==> src/rtl/mips_multicycle_cu_if.sv <==
// Control-unit <-> datapath bundle. The IR fields, the ALU zero flag and the
// memory handshake come in from the datapath. Mux selects and enables go out.
interface mips_multicycle_cu_if;
    logic [5:0] opcode;
    logic [5:0] func;
    logic       zero;
    logic       memReady;
    logic       pcWrite;
    logic       IorD;
    logic       memRead;
    logic       memWrite;
    logic       irWrite;
    logic       regWrite;
    logic [1:0] regDst;
    logic [1:0] memToReg;
    logic       aluSrcA;
    logic [1:0] aluSrcB;
    logic [1:0] ALUOp;
    logic [1:0] pcSrc;
    logic [3:0] state;
    logic       illegal;
    logic       memError;

    // Control unit side
    modport master (
        input  opcode, func, zero, memReady,
        output pcWrite, IorD, memRead, memWrite, irWrite, regWrite, regDst,
               memToReg, aluSrcA, aluSrcB, ALUOp, pcSrc, state, illegal, memError
    );

    // Datapath side
    modport slave (
        output opcode, func, zero, memReady,
        input  pcWrite, IorD, memRead, memWrite, irWrite, regWrite, regDst,
               memToReg, aluSrcA, aluSrcB, ALUOp, pcSrc, state, illegal, memError
    );
endinterface

==> src/rtl/mips_multicycle_cu.sv <==
// Multicycle MIPS control unit: a Moore FSM that sequences a shared-memory
// datapath. Memory states stall on memReady and abort after MEM_TIMEOUT
// wait cycles. A value of 0 for MEM_TIMEOUT disables the abort.
module mips_multicycle_cu #(
    parameter int MEM_TIMEOUT = 15
) (
    input  logic                         clk,
    input  logic                         rst,   // asynchronous, active-low
    mips_multicycle_cu_if.master         bus
);
    localparam int CW = (MEM_TIMEOUT > 1) ? $clog2(MEM_TIMEOUT + 1) : 1;
    localparam logic [CW-1:0] TO_LIMIT = CW'(MEM_TIMEOUT);

    localparam logic [3:0] S_FETCH  = 4'd0;
    localparam logic [3:0] S_DECODE = 4'd1;
    localparam logic [3:0] S_MEMADR = 4'd2;
    localparam logic [3:0] S_MEMRD  = 4'd3;
    localparam logic [3:0] S_MEMWB  = 4'd4;
    localparam logic [3:0] S_MEMWR  = 4'd5;
    localparam logic [3:0] S_EXEC   = 4'd6;
    localparam logic [3:0] S_RWB    = 4'd7;
    localparam logic [3:0] S_IEXEC  = 4'd8;
    localparam logic [3:0] S_IWB    = 4'd9;
    localparam logic [3:0] S_BRANCH = 4'd10;
    localparam logic [3:0] S_JUMP   = 4'd11;
    localparam logic [3:0] S_JR     = 4'd12;
    localparam logic [3:0] S_LUI    = 4'd13;

    localparam logic [5:0] OP_RTYPE = 6'b000000;
    localparam logic [5:0] OP_LW    = 6'b100011;
    localparam logic [5:0] OP_SW    = 6'b101011;
    localparam logic [5:0] OP_ADDI  = 6'b001000;
    localparam logic [5:0] OP_SLTI  = 6'b001010;
    localparam logic [5:0] OP_LUI   = 6'b001111;
    localparam logic [5:0] OP_BEQ   = 6'b000100;
    localparam logic [5:0] OP_BNE   = 6'b000101;
    localparam logic [5:0] OP_J     = 6'b000010;
    localparam logic [5:0] OP_JAL   = 6'b000011;
    localparam logic [5:0] FN_JR    = 6'b001000;
    localparam logic [5:0] FN_MULT  = 6'b011000;
    localparam logic [5:0] FN_DIV   = 6'b011010;

    logic [3:0]    state_q, state_d;
    logic [CW-1:0] wait_q, wait_d;
    logic          mem_state;
    logic          timeout;
    logic          illegal_op;

    // Memory-state classification and timeout detection
    always_comb begin
        mem_state = (state_q == S_FETCH) || (state_q == S_MEMRD) || (state_q == S_MEMWR);
        timeout   = (MEM_TIMEOUT != 0) && mem_state && !bus.memReady && (wait_q == TO_LIMIT);
    end

    // Next-state and wait-counter logic
    always_comb begin
        state_d    = state_q;
        illegal_op = 1'b0;
        // Any exit from a memory state (or abort back to FETCH) clears the counter.
        wait_d     = '0;
        if (mem_state && !bus.memReady && !timeout && (MEM_TIMEOUT != 0))
            wait_d = wait_q + 1'b1;
        case (state_q)
            S_FETCH:  if (bus.memReady) state_d = S_DECODE;
                      else if (timeout) state_d = S_FETCH;
            S_DECODE: begin
                case (bus.opcode)
                    OP_RTYPE:       state_d = (bus.func == FN_JR) ? S_JR : S_EXEC;
                    OP_LW, OP_SW:   state_d = S_MEMADR;
                    OP_ADDI, OP_SLTI: state_d = S_IEXEC;
                    OP_LUI:         state_d = S_LUI;
                    OP_BEQ, OP_BNE: state_d = S_BRANCH;
                    OP_J, OP_JAL:   state_d = S_JUMP;
                    default: begin
                        state_d    = S_FETCH;
                        illegal_op = 1'b1;
                    end
                endcase
            end
            S_MEMADR: state_d = (bus.opcode == OP_SW) ? S_MEMWR : S_MEMRD;
            S_MEMRD:  if (bus.memReady) state_d = S_MEMWB;
                      else if (timeout) state_d = S_FETCH;
            S_MEMWR:  if (bus.memReady || timeout) state_d = S_FETCH;
            S_EXEC:   state_d = ((bus.func == FN_MULT) || (bus.func == FN_DIV)) ? S_FETCH : S_RWB;
            S_IEXEC:  state_d = S_IWB;
            default:  state_d = S_FETCH;  // single-cycle states and unreachable 14/15
        endcase
    end

    // State and wait-counter registers
    always_ff @(posedge clk or negedge rst) begin
        if (!rst) begin
            state_q <= S_FETCH;
            wait_q  <= '0;
        end else begin
            state_q <= state_d;
            wait_q  <= wait_d;
        end
    end

    // Moore control outputs, forced low while reset is asserted
    always_comb begin
        bus.pcWrite  = 1'b0;
        bus.IorD     = 1'b0;
        bus.memRead  = 1'b0;
        bus.memWrite = 1'b0;
        bus.irWrite  = 1'b0;
        bus.regWrite = 1'b0;
        bus.regDst   = 2'b00;
        bus.memToReg = 2'b00;
        bus.aluSrcA  = 1'b0;
        bus.aluSrcB  = 2'b00;
        bus.ALUOp    = 2'b00;
        bus.pcSrc    = 2'b00;
        bus.state    = 4'd0;
        bus.illegal  = 1'b0;
        bus.memError = 1'b0;
        if (rst) begin
            bus.state    = state_q;
            bus.memError = timeout;
            case (state_q)
                S_FETCH: begin
                    bus.memRead = 1'b1;
                    bus.aluSrcB = 2'b01;
                    bus.irWrite = bus.memReady;
                    bus.pcWrite = bus.memReady;
                end
                S_DECODE: begin
                    bus.aluSrcB = 2'b11;  // branch target into ALUOut
                    bus.illegal = illegal_op;
                end
                S_MEMADR: begin
                    bus.aluSrcA = 1'b1;
                    bus.aluSrcB = 2'b10;
                end
                S_MEMRD: begin
                    bus.memRead = 1'b1;
                    bus.IorD    = 1'b1;
                end
                S_MEMWB: begin
                    bus.regWrite = 1'b1;
                    bus.memToReg = 2'b01;
                end
                S_MEMWR: begin
                    bus.memWrite = 1'b1;
                    bus.IorD     = 1'b1;
                end
                S_EXEC: begin
                    bus.aluSrcA = 1'b1;
                    bus.ALUOp   = 2'b10;
                end
                S_RWB: begin
                    bus.regWrite = 1'b1;
                    bus.regDst   = 2'b01;
                end
                S_IEXEC: begin
                    bus.aluSrcA = 1'b1;
                    bus.aluSrcB = 2'b10;
                    bus.ALUOp   = (bus.opcode == OP_SLTI) ? 2'b11 : 2'b00;
                end
                S_IWB: bus.regWrite = 1'b1;
                S_BRANCH: begin
                    bus.aluSrcA = 1'b1;
                    bus.ALUOp   = 2'b01;
                    bus.pcSrc   = 2'b01;
                    bus.pcWrite = (bus.opcode == OP_BNE) ? !bus.zero : bus.zero;
                end
                S_JUMP: begin
                    bus.pcSrc   = 2'b10;
                    bus.pcWrite = 1'b1;
                    if (bus.opcode == OP_JAL) begin
                        bus.regWrite = 1'b1;  // PC already holds PC+4
                        bus.regDst   = 2'b10;
                        bus.memToReg = 2'b11;
                    end
                end
                S_JR: begin
                    bus.pcSrc   = 2'b11;
                    bus.pcWrite = 1'b1;
                end
                S_LUI: begin
                    bus.regWrite = 1'b1;
                    bus.memToReg = 2'b10;
                end
                default: ;
            endcase
        end
    end
endmodule

==> src/flat_wrapper.sv <==
// flat-port wrapper written by rule: the top's interface ports become plain ports
module mips_multicycle_cu_flat 
#(
    parameter int MEM_TIMEOUT = 15
)
  (clk, rst, bus_opcode, bus_func, bus_zero, bus_memReady, bus_pcWrite, bus_IorD, bus_memRead, bus_memWrite, bus_irWrite, bus_regWrite, bus_regDst, bus_memToReg, bus_aluSrcA, bus_aluSrcB, bus_ALUOp, bus_pcSrc, bus_state, bus_illegal, bus_memError);
  mips_multicycle_cu_if bus_i ();
  input  logic clk;
  input  logic rst;
  input wire logic [$bits(bus_i.opcode)-1:0] bus_opcode;
  input wire logic [$bits(bus_i.func)-1:0] bus_func;
  input wire logic [$bits(bus_i.zero)-1:0] bus_zero;
  input wire logic [$bits(bus_i.memReady)-1:0] bus_memReady;
  output wire logic [$bits(bus_i.pcWrite)-1:0] bus_pcWrite;
  output wire logic [$bits(bus_i.IorD)-1:0] bus_IorD;
  output wire logic [$bits(bus_i.memRead)-1:0] bus_memRead;
  output wire logic [$bits(bus_i.memWrite)-1:0] bus_memWrite;
  output wire logic [$bits(bus_i.irWrite)-1:0] bus_irWrite;
  output wire logic [$bits(bus_i.regWrite)-1:0] bus_regWrite;
  output wire logic [$bits(bus_i.regDst)-1:0] bus_regDst;
  output wire logic [$bits(bus_i.memToReg)-1:0] bus_memToReg;
  output wire logic [$bits(bus_i.aluSrcA)-1:0] bus_aluSrcA;
  output wire logic [$bits(bus_i.aluSrcB)-1:0] bus_aluSrcB;
  output wire logic [$bits(bus_i.ALUOp)-1:0] bus_ALUOp;
  output wire logic [$bits(bus_i.pcSrc)-1:0] bus_pcSrc;
  output wire logic [$bits(bus_i.state)-1:0] bus_state;
  output wire logic [$bits(bus_i.illegal)-1:0] bus_illegal;
  output wire logic [$bits(bus_i.memError)-1:0] bus_memError;
  assign bus_i.opcode = bus_opcode;
  assign bus_i.func = bus_func;
  assign bus_i.zero = bus_zero;
  assign bus_i.memReady = bus_memReady;
  assign bus_pcWrite = bus_i.pcWrite;
  assign bus_IorD = bus_i.IorD;
  assign bus_memRead = bus_i.memRead;
  assign bus_memWrite = bus_i.memWrite;
  assign bus_irWrite = bus_i.irWrite;
  assign bus_regWrite = bus_i.regWrite;
  assign bus_regDst = bus_i.regDst;
  assign bus_memToReg = bus_i.memToReg;
  assign bus_aluSrcA = bus_i.aluSrcA;
  assign bus_aluSrcB = bus_i.aluSrcB;
  assign bus_ALUOp = bus_i.ALUOp;
  assign bus_pcSrc = bus_i.pcSrc;
  assign bus_state = bus_i.state;
  assign bus_illegal = bus_i.illegal;
  assign bus_memError = bus_i.memError;
  mips_multicycle_cu #(.MEM_TIMEOUT(MEM_TIMEOUT)) u_core (.clk(clk), .rst(rst), .bus(bus_i));
endmodule
==> config.mk <==
export PLATFORM = sky130hd
export DESIGN_NAME = mips_multicycle_cu_flat
export DESIGN_NICKNAME = d
export VERILOG_FILES = /design/src/rtl/mips_multicycle_cu_if.sv /design/src/rtl/mips_multicycle_cu.sv /design/src/flat_wrapper.sv
export SDC_FILE = /design/constraint.sdc
export NUM_CORES = 1
export LEC_CHECK = 0
export CAP_MARGIN = 5
export CORE_UTILIZATION = 49
export DETAILED_ROUTE_END_ITERATION = 7
export GPL_ROUTABILITY_DRIVEN = 0
export PLACE_DENSITY = 0.85
export SLEW_MARGIN = 20
export SYNTH_ARGS = -nofsm -noshare
export SYNTH_HDL_FRONTEND = slang
export SYNTH_SLANG_ARGS = --single-unit
==> constraint.sdc <==
create_clock -name clk -period 6.6 [get_ports clk]
set_clock_uncertainty 0.05 [all_clocks]
set_input_delay 1.98 -clock clk [delete_from_list [all_inputs] [get_ports clk]]
set_output_delay 1.98 -clock clk [all_outputs]
set_load 0.01 [all_outputs]
==> flow_summary_export.csv <==
group,metric,value,unit
status,result_of_the_run,"finished, final reports clean",
critical_path,crit_path_end_kind,"output pin",
critical_path,critical_path.max_fanout,11,
yosys,synth_xor_area_frac,0.0155,
worst_hold_path,hold_path.class,"reg -> reg",
critical_path,timing_worst_setup_path_type,"in -> out",
critical_path,worstRegToRegCells,4,
floorplanning,initial_utilization,0.515,
final_layout,final_net_count,217,
cts,clock_path_buffers,2,
global_routing,vias_in_the_first_global_route,1270,
timing,timing.final.setup_violations,0,
final_layout,multiInputGateArea,832,um2
yosys,compound_cell_area_share_of_the_yosys_netlist,0.271,
final_layout,area.sequential,200,um2
timing,totalNegativeSetupSlack,0,ns
critical_path,worst_path_arrival_time,4.21,ns
floorplanning,placementRows,17,
yosys,synthesis.area_per_instance,6.80,um2
drt,drt_first_iter_violations,50,
timing,finalHoldWorstSlack,0.453,ns
drt,routed_wl,3350,um
yosys,synth_top_family_by_area,"simple AND/OR/NAND/NOR gates",
global_routing,grt_pass1_wl,5520,um
drt,via_per_inst,6.27,
timing,rsz0062_at_grt,"no",
drt,antenna_violating_nets_post_route,0,
cts,ctsHoldBuffers,0,
power,vdd_drop_max,0.000132,V
critical_path,r2r_setup_slack,4.65,ns
yosys,ys_ff_latch,8,
timing,timing.slew.headroom,0.529,
global_routing,grt_start_max_net_pins,27,
floorplanning,floorplan.die_area,2500,um2
timing,fmaxAchievable,160,MHz
drt,routed-via-count,1418,
floorplanning,chipHeight,50.0,um
cts,cts-buffers-inserted,3,
floorplanning,pin_count,39,
cts,htreeDepth,1,
floorplanning,floorplan.core_area,2190,um2
global_routing,grt_overflow_total,0,
power,totalPowerFinal,0.283,mW
yosys,yosysWarningCount,0,
yosys,synth_edf_count,0,
cts,clk_transition_reported_paths,0.06,ns
yosys,syn-instance-count,166,
drt,detail_route.drc_violations,0,
yosys,synth-simple-area-share,0.440,
global_routing,antenna_found_initial,0,
final_layout,area.growth.synth_to_final,36.3,%
cts,sinks_on_the_clock_net,8,
critical_path,required_time_of_the_critical_path,4.57,ns
yosys,postSynthNetCount,183,
drt,drt-wirelength-per-cell,14.8,um
placed_design,io_buffer_count,38,
yosys,asyncSetResetFlopFracSynth,1.00,
timing,worst_pin_slew,0.707,ns
critical_path,setup.worst_path.start_class,"input pin",
yosys,synth_cell_type_count,52,
job,maxCapViolCount,0,
timing,final_worst_path_period_share,0.945,
final_layout,antenna_cells,0,
power,powerDensity,184,nW/um2
yosys,seq_area_frac_synth,0.177,
cts,cts_root_buf,"sky130_fd_sc_hd__clkbuf_4",
drt,drtPass1Iterations,4,
yosys,yosys_most_used_dff,"sky130_fd_sc_hd__dfrtp_1",
global_routing,gr-usage-all-layers,0.286,
worst_hold_path,worstHoldPathCells,1,
yosys,synth.mux.area_fraction,0,
timing,final_max_slew_viol_count,0,
timing,finalHoldViolCount,0,
yosys,synthesis.area,1130,um2
floorplanning,floorplan.die.width,50.0,um
placed_design,detailed_place_hpwl,2570,um
timing,final_period_minus_worst_setup_slack,6.24,ns
cts,cts.repair_timing.setup_buffer_count,0,
final_layout,layout_cell_share_with_drive_strength_beyond_1,0.0606,
final_layout,fill_cells,186,
yosys,yosys.area_share.adder,0.0111,
cts,postCtsResizedCells,0,
cts,clkLatencyLatePin,0.25,ns
power,power_leakage,0.579,nW
cts,cts_tree,"built",
==> Yosys cell counts, drive strengths merged, types with 2 or more instances <==
master	instances	area share
nor3b	3	0.020
buf	7	0.035
a221oi	2	0.016
nand2b	8	0.044
dfrtp	8	0.18
nand3	4	0.018
and3	2	0.011
a31oi	3	0.017
or4	2	0.017
nand4	2	0.011
nor4b	2	0.029
nor4	4	0.022
nor2b	7	0.039
a2bb2oi	2	0.016
nand2	15	0.050
and2	3	0.017
o21ai	6	0.027
a2111oi	2	0.016
clkbuf	7	0.023
a21oi	11	0.049
a211oi	2	0.013
nor2	23	0.076
inv	8	0.027
o32ai	2	0.022
o211ai	2	0.013
nor3	9	0.044
==> power by group <==
group | switching, mW | internal (mW) | leakage, nW
logic | 0.0787 | 0.0772 | 0.457
clock network | 0.0163 | 0.0208 | 0.0138
registers | 0.0327 | 0.0575 | 0.108
==> routing by layer <==
layer  vias up  global-route usage  part of all wire  wire (um)
met4         0               0.114             0.010         34
met5         -                   0                 0          0
met3         4              0.0525              0.10        334
met2        82               0.500              0.49       1660
met1       654               0.337              0.40       1330
li1        678                   -                 -          -
==> area by class of cell <==
type / count / area share
Multi-Input combinational cell: 136 / 0.541
Timing Repair Buffer: 43 / 0.272
Clock buffer: 3 / 0.0146
Inverter: 8 / 0.0195
Sequential cell: 8 / 0.130
Tap cell: 28 / 0.0228
==> layout by cell type, fill, tap and decap left out, types with 2 or more instances in the layout <==
| master | instances |
|---|---|
| sky130_fd_sc_hd__clkdlybuf4s50_1 | 38 |
| sky130_fd_sc_hd__nor2_1 | 23 |
| sky130_fd_sc_hd__nand2_1 | 15 |
| sky130_fd_sc_hd__a21oi_1 | 11 |
| sky130_fd_sc_hd__nor3_1 | 8 |
| sky130_fd_sc_hd__inv_1 | 8 |
| sky130_fd_sc_hd__nand2b_1 | 8 |
| sky130_fd_sc_hd__dfrtp_1 | 8 |
| sky130_fd_sc_hd__nor2b_1 | 7 |
| sky130_fd_sc_hd__o21ai_0 | 6 |
| sky130_fd_sc_hd__buf_4 | 5 |
| sky130_fd_sc_hd__nand3_1 | 4 |
| sky130_fd_sc_hd__nor4_1 | 4 |
| sky130_fd_sc_hd__nor3b_1 | 3 |
| sky130_fd_sc_hd__and2_1 | 3 |
| sky130_fd_sc_hd__a31oi_1 | 3 |
| sky130_fd_sc_hd__clkbuf_4 | 3 |
| sky130_fd_sc_hd__a2bb2oi_1 | 2 |
| sky130_fd_sc_hd__and3_1 | 2 |
| sky130_fd_sc_hd__nand4_1 | 2 |
| sky130_fd_sc_hd__a2111oi_0 | 2 |
| sky130_fd_sc_hd__o211ai_1 | 2 |
| sky130_fd_sc_hd__a221oi_1 | 2 |
| sky130_fd_sc_hd__a211oi_1 | 2 |
==> worst max-delay path, stage by stage <==
cell,delay [ns]
sky130_fd_sc_hd__clkdlybuf4s50_1,0.41
sky130_fd_sc_hd__buf_4,0.17
sky130_fd_sc_hd__or4_4,0.56
sky130_fd_sc_hd__o31ai_1,0.23
sky130_fd_sc_hd__nand3_1,0.10
sky130_fd_sc_hd__a31oi_1,0.20
sky130_fd_sc_hd__clkdlybuf4s50_1,0.56
==> worst paths after layout <==
kind / from / to
worst max-delay path: bus_opcode[2] / bus_regWrite
worst min-delay path: u_core.wait_q[0] / u_core.wait_q[0]
worst max register to register: u_core.state_q[1] / u_core.wait_q[1]
worst min register to register: u_core.wait_q[0] / u_core.wait_q[0]
max in group asynchronous: rst / u_core.wait_q[2]
min in group asynchronous: rst / u_core.wait_q[3]
==> cells by family (layout without fill, tap and decap cells) <==
family / after synthesis / in the layout
xor+xnor: 2 / 2
compound gates: 43 / 43
fa+ha+maj: 1 / 1
buf+inv: 22 / 54
flops: 8 / 8
simple gates: 90 / 90
==> stage by stage <==
stage,worst slack (ns),cells,util,area (um2)
after global placement,0.395,223,0.692,1520
after global routing,0.223,226,0.702,1540
final,0.360,226,0.702,1540
after floorplan,1.38,166,-,1130
after detailed placement,0.355,223,0.692,1520
after CTS,0.355,226,0.702,1540
==> registers in the layout (all words and copies together) (netlist names) <==
name	flops
u_core.wait_q	4
u_core.state_q	4
(Power assumes the default switching activity.)
==> RTL edit 1: new RTL, config.mk and constraints unchanged <==
`MEM_TIMEOUT` is set to 15 in 2 places; all go to 14.
--- a/src/rtl/mips_multicycle_cu.sv
+++ b/src/rtl/mips_multicycle_cu.sv
@@ -3,5 +3,5 @@
 // wait cycles. A value of 0 for MEM_TIMEOUT disables the abort.
 module mips_multicycle_cu #(
-    parameter int MEM_TIMEOUT = 15
+    parameter int MEM_TIMEOUT = 14
 ) (
     input  logic                         clk,
--- a/src/flat_wrapper.sv
+++ b/src/flat_wrapper.sv
@@ -2,5 +2,5 @@
 module mips_multicycle_cu_flat 
 #(
-    parameter int MEM_TIMEOUT = 15
+    parameter int MEM_TIMEOUT = 14
 )
   (clk, rst, bus_opcode, bus_func, bus_zero, bus_memReady, bus_pcWrite, bus_IorD, bus_memRead, bus_memWrite, bus_irWrite, bus_regWrite, bus_regDst, bus_memToReg, bus_aluSrcA, bus_aluSrcB, bus_ALUOp, bus_pcSrc, bus_state, bus_illegal, bus_memError);
Formal check against the unedited RTL: same outputs for any inputs over 10 cycles, from zero or initial values and one cycle with rst low; that may be too few to reach the edited logic, so the function may still have changed.
==> RTL edit 1 against the unedited design <==
Utilization increased by 3.0 points; fmax is 1.9% lower; synthesized area down 11%; sequential power fell by 22%; wire length down 14%; sequential cell count did not move; global-route usage rose by 0.36 points; power down 25%; first-iteration DRC count fell by 32%; hold slack got worse by 20 ps; setup slack got worse by 120 ps; die area down 11%; cell area is 7.6% lower; largest power group unchanged; highest routed layer unchanged.
==> RTL edit 1: results (changes against the unedited design) <==
* maximum fanout encountered on the critical timing path: 9, -2
* sequential share of the synthesized area: 20.0%, +2.2 points
* number of gates resized after cts: 0, unchanged
* first-pass GRT wire length: 4560 um, -17%
* total via count after detailed routing: 1240, -13%
* number of DRC violations after detailed-routing iteration 0: 34, -32%
* PortBufs: 38, unchanged
* non-filler cells, final: 209, -7.5%
* number of distinct library cell variants in the gate-level netlist after synthesis: 41, -21%
* maximum number of pins on one net before global-route repair: 18, -33%
* post-synth net total: 164, -10%
* mean instance size in the synthesized netlist: 6.87 um2, +1.1%
* area after detailed placement: 1400 um2, -7.7%
* vias in the first global route: 987, -22%
* share of final-layout standard cells stronger than drive strength 1: 8.24%, +2.2 points
* top cell types by occurrence after synthesis: sky130_fd_sc_hd__nand2_1 (18), sky130_fd_sc_hd__nor2_1 (17), sky130_fd_sc_hd__a21oi_1 (12)
* biggest area contributors in the synthesized netlist: sky130_fd_sc_hd__dfrtp_1 (20%), sky130_fd_sc_hd__nand2_1 (6.7%), sky130_fd_sc_hd__nor2_1 (6.4%)
* arrival time at the worst endpoint: 4330 ps, +120 ps
* final period utilization: 96.3%, +1.8 points
* overall fraction of global-route tracks in use: 29.0%, +0.36 points
* Placement Setup Slack: 275 ps, -80.3 ps
* leakage power: 0.000543 uW, -6.3%
* capturing element of the worst setup path: bus_pcWrite
* run status: completed
* Slew @ Worst Pin: 631 ps, -76.3 ps
* number of nets in the finished design: 202, -6.9%
* post-CTS clock slew at the launch and capture registers of the worst setup and hold paths: 40 ps, -20 ps
* count of cells along the worst register-to-register path: 3, -1
* slack of the worst reg-to-reg path: 4750 ps, +100 ps
* final HPWL from detailed placement: 2250 um, -13%
* worst reg2reg startpoint: u_core.state_q[3]
[RTL edit 1: power by group through the flow]
stage                     clock network [uW]  registers, uW  logic (uW)
after floorplan                            0           61.9        70.5
after global placement                     0           70.8         104
after detailed placement                   0           70.7         106
after CTS                               36.7           70.1         107
after global routing                    41.3           72.4         119
final                                   35.7           70.6         107
[RTL edit 1: kinds of logic after synthesis]
family	synth area share [%]
simple gates	45.9
compound gates	22.2
buf+inv	5.99
flops	19.9
xor+xnor	3.49
fa+ha+maj	2.49
[RTL edit 1: layout make-up]
type	count	area (um2)	share of cell area [%]
multi-input combinational	124	743	52.3
timing repair buffer	40	395	27.8
sequential	8	200	14.1
tap	27	33.8	2.38
inverter	7	26.3	1.85
clock buffer	3	22.5	1.58
[RTL edit 1: worst min path at each step]
stage / endpoint / slack (ps) / cells past startpoint
2_1_floorplan: u_core.wait_q[0] / 400 / 1
3_3_place_gp: u_core.wait_q[0] / 420 / 1
3_5_place_dp: u_core.wait_q[0] / 430 / 1
4_1_cts: u_core.wait_q[0] / 440 / 1
5_1_grt: u_core.wait_q[0] / 470 / 1
6_report: u_core.wait_q[0] / 430 / 1
[RTL edit 1: worst max-delay path, cell delays in order]
cell                              delay, ps
sky130_fd_sc_hd__clkdlybuf4s50_1        600
sky130_fd_sc_hd__or3b_4                 450
sky130_fd_sc_hd__or4_1                  410
sky130_fd_sc_hd__a21oi_1                190
sky130_fd_sc_hd__o211a_1                170
sky130_fd_sc_hd__clkdlybuf4s50_1        520
[RTL edit 1: layer usage]
metal  share of wire (%)  track usage [%]  wire [um]  vias up
met5                   0                0          0        -
met3                 6.4             4.62        183        2
met1                  44             39.7       1270      560
met4                0.45             5.14         13        0
li1                    -                -          -      608
met2                  49             48.2       1410       70
[RTL edit 1: through the flow]
stage	util (%)	hold slack (ps)
after CTS	73.2	436
after detailed placement	72.0	430
after global routing	73.2	465
final	73.2	433
after floorplan	-	403
after global placement	72.0	423
==> RTL edit 2: new RTL, same settings <==
Without the edit above. Make the reset (`rst`) synchronous in one clocked block. Comments in the files are not updated.
--- a/src/rtl/mips_multicycle_cu.sv
+++ b/src/rtl/mips_multicycle_cu.sv
@@ -89,5 +89,5 @@
 
     // State and wait-counter registers
-    always_ff @(posedge clk or negedge rst) begin
+    always_ff @(posedge clk) begin
         if (!rst) begin
             state_q <= S_FETCH;
Check against the original RTL: same outputs for any inputs over 10 cycles, from zero or initial values and one cycle with rst low; that may be too few to reach the edited logic, so the function may still have changed.
==> RTL edit 2 against the unedited design <==
Setup slack worse by 84 ps; sequential cell count unchanged; wire length down 11%; final cell count down 11%; synthesized area down 12%; cell area down 10%.
Power is not compared: it rests on default switching activity, and its combinational part moved more than twofold at a synthesized area within 25%.
==> RTL edit 2: results (changes against the unedited design) <==
* clock tree root driver cell: sky130_fd_sc_hd__clkbuf_4
* maximum number of pins on one net before global-route repair: 26, -3.7%
* post-synthesis async set-or-reset flop share: 0%, -100 points
* post-synth net total: 164, -10%
* number of gates resized after cts: 0, unchanged
* number of distinct library cell variants in the gate-level netlist after synthesis: 50, -3.8%
* P_clk: 36.0 uW
* Clk Latency, worst-skew pair: 250 ps, about the same
* overall fraction of global-route tracks in use: 31.0%, +2.4 points
* first-pass GRT wire length: 4890 um, -11%
* count of cells along the worst register-to-register path: 4, unchanged
* biggest area contributors in the synthesized netlist: sky130_fd_sc_hd__dfxtp_1 (16%), sky130_fd_sc_hd__nor2_1 (8.3%), sky130_fd_sc_hd__nand2b_1 (4.4%)
* CP max stage cell: sky130_fd_sc_hd__clkdlybuf4s50_1
* post-CTS clock slew at the launch and capture registers of the worst setup and hold paths: 50 ps
* peak supply drop: 96.1 uV
* CTS HTree Levels: 1, unchanged
* proportion of total power due to net switching: 30.5%
* Max-cap violations: 0, unchanged
* number of nets in the finished design: 196, -9.7%
* vias in the first global route: 1142, -10%
* maximum fanout encountered on the critical timing path: 10, -1
* worst min-delay path class: flop to flop
* worst reg2reg startpoint: u_core.state_q[1]
* maximum count of clock buffers along a single path: 2, unchanged
* post-CTS setup buffer count: 0, unchanged
* final HPWL from detailed placement: 2360 um, -8.2%
* number of filler cells placed in the layout: 150, -19%
* remaining max-slew budget at the tightest pin: 53.4%, +0.48 points
* delay of the slowest critical-path stage: 660 ps, +100 ps
* share of final-layout standard cells stronger than drive strength 1: 4.52%, -1.5 points
* cell family with the largest share of critical-path delay: buffers and inverters
* power consumed by sequential cells: 53.0 uW
* area after detailed placement: 1360 um2, -10%
* Placement Setup Slack: 323 ps, -32.0 ps
* number of flops mapped to enable cells by yosys: 0, unchanged
* number of DRC violations after detailed-routing iteration 0: 54, +8.0%
* number of buffers inserted during clock tree synthesis: 3, unchanged
* count of warnings emitted by yosys: 0, unchanged
* leakage power: 0.000437 uW
* final setup vio count: 0, unchanged
* Util after Layout: 75.8%, +5.6 points
* biggest registers after layout: u_core.state_q (4), u_core.wait_q (4)
* slack of the worst reg-to-reg path: 4750 ps, +100 ps
* total via count after detailed routing: 1259, -11%
* worst setup path start: bus_opcode[3]
* end of the worst register-to-register path: u_core.state_q[0]
* capturing element of the worst setup path: bus_ALUOp[0]
* run status: completed
* initial antenna violation count: 0, unchanged
* top cell types by occurrence after synthesis: sky130_fd_sc_hd__nor2_1 (22), sky130_fd_sc_hd__nand2_1 (9), sky130_fd_sc_hd__clkbuf_1 (8), sky130_fd_sc_hd__dfxtp_1 (8)
* sequential share of the synthesized area: 16.1%, -1.6 points
* drt pass-1 iters: 4, unchanged
* diode insertion count for antenna repair: 0, unchanged
* maximum clock frequency: 158 MHz, -1.3%
* PortBufs: 38, unchanged
* detailed-route wire length per cell: 14.7 um, -0.63%
* arrival time at the worst endpoint: 4290 ps, +80 ps
RTL edit 2: cell type report:
type	instances	area share (%)
repair buffers	39	28.1
flip-flops and latches	8	11.6
clock buffers	3	1.63
inverters	7	1.90
multi-input cells	120	54.5
well taps	25	2.27
RTL edit 2: worst min path at each step:
stage,start,end,slack (ps),cells after the start
final,u_core.wait_q[0],u_core.wait_q[0],420,1
after global routing,u_core.wait_q[0],u_core.wait_q[0],440,1
after floorplan,u_core.wait_q[0],u_core.wait_q[0],370,1
after CTS,u_core.wait_q[0],u_core.wait_q[0],430,1
after detailed placement,u_core.wait_q[0],u_core.wait_q[0],420,1
after global placement,u_core.wait_q[0],u_core.wait_q[0],380,1
RTL edit 2: metal layers:
| metal | track usage [%] | share of wire (%) | up-vias |
|---|---|---|---|
| met2 | 47.5 | 45 | 76 |
| met1 | 41.9 | 43 | 561 |
| met4 | 17.1 | 1.9 | 0 |
| li1 | - | - | 616 |
| met5 | 0 | 0 | - |
| met3 | 4.23 | 9.2 | 6 |
RTL edit 2: kinds of logic (layout without fill, tap and decap cells):
kind of cell,Yosys count,count (layout),share of synthesized area (%)
buffers and inverters,19,49,8.30
adder cells (fa/ha/maj),1,1,1.26
flip-flops,8,8,16.1
multiplexers,1,1,1.01
AO/OA/AOI/OAI,38,38,27.0
XOR/XNOR,3,3,2.64
AND/OR/NAND/NOR,77,77,43.6
RTL edit 2: metrics by stage:
step                      power (uW)  cells
final                            132    202
after global routing             141    202
after CTS                        134    202
after detailed placement        96.5    199
after global placement          95.2    199
after floorplan                 76.8    147
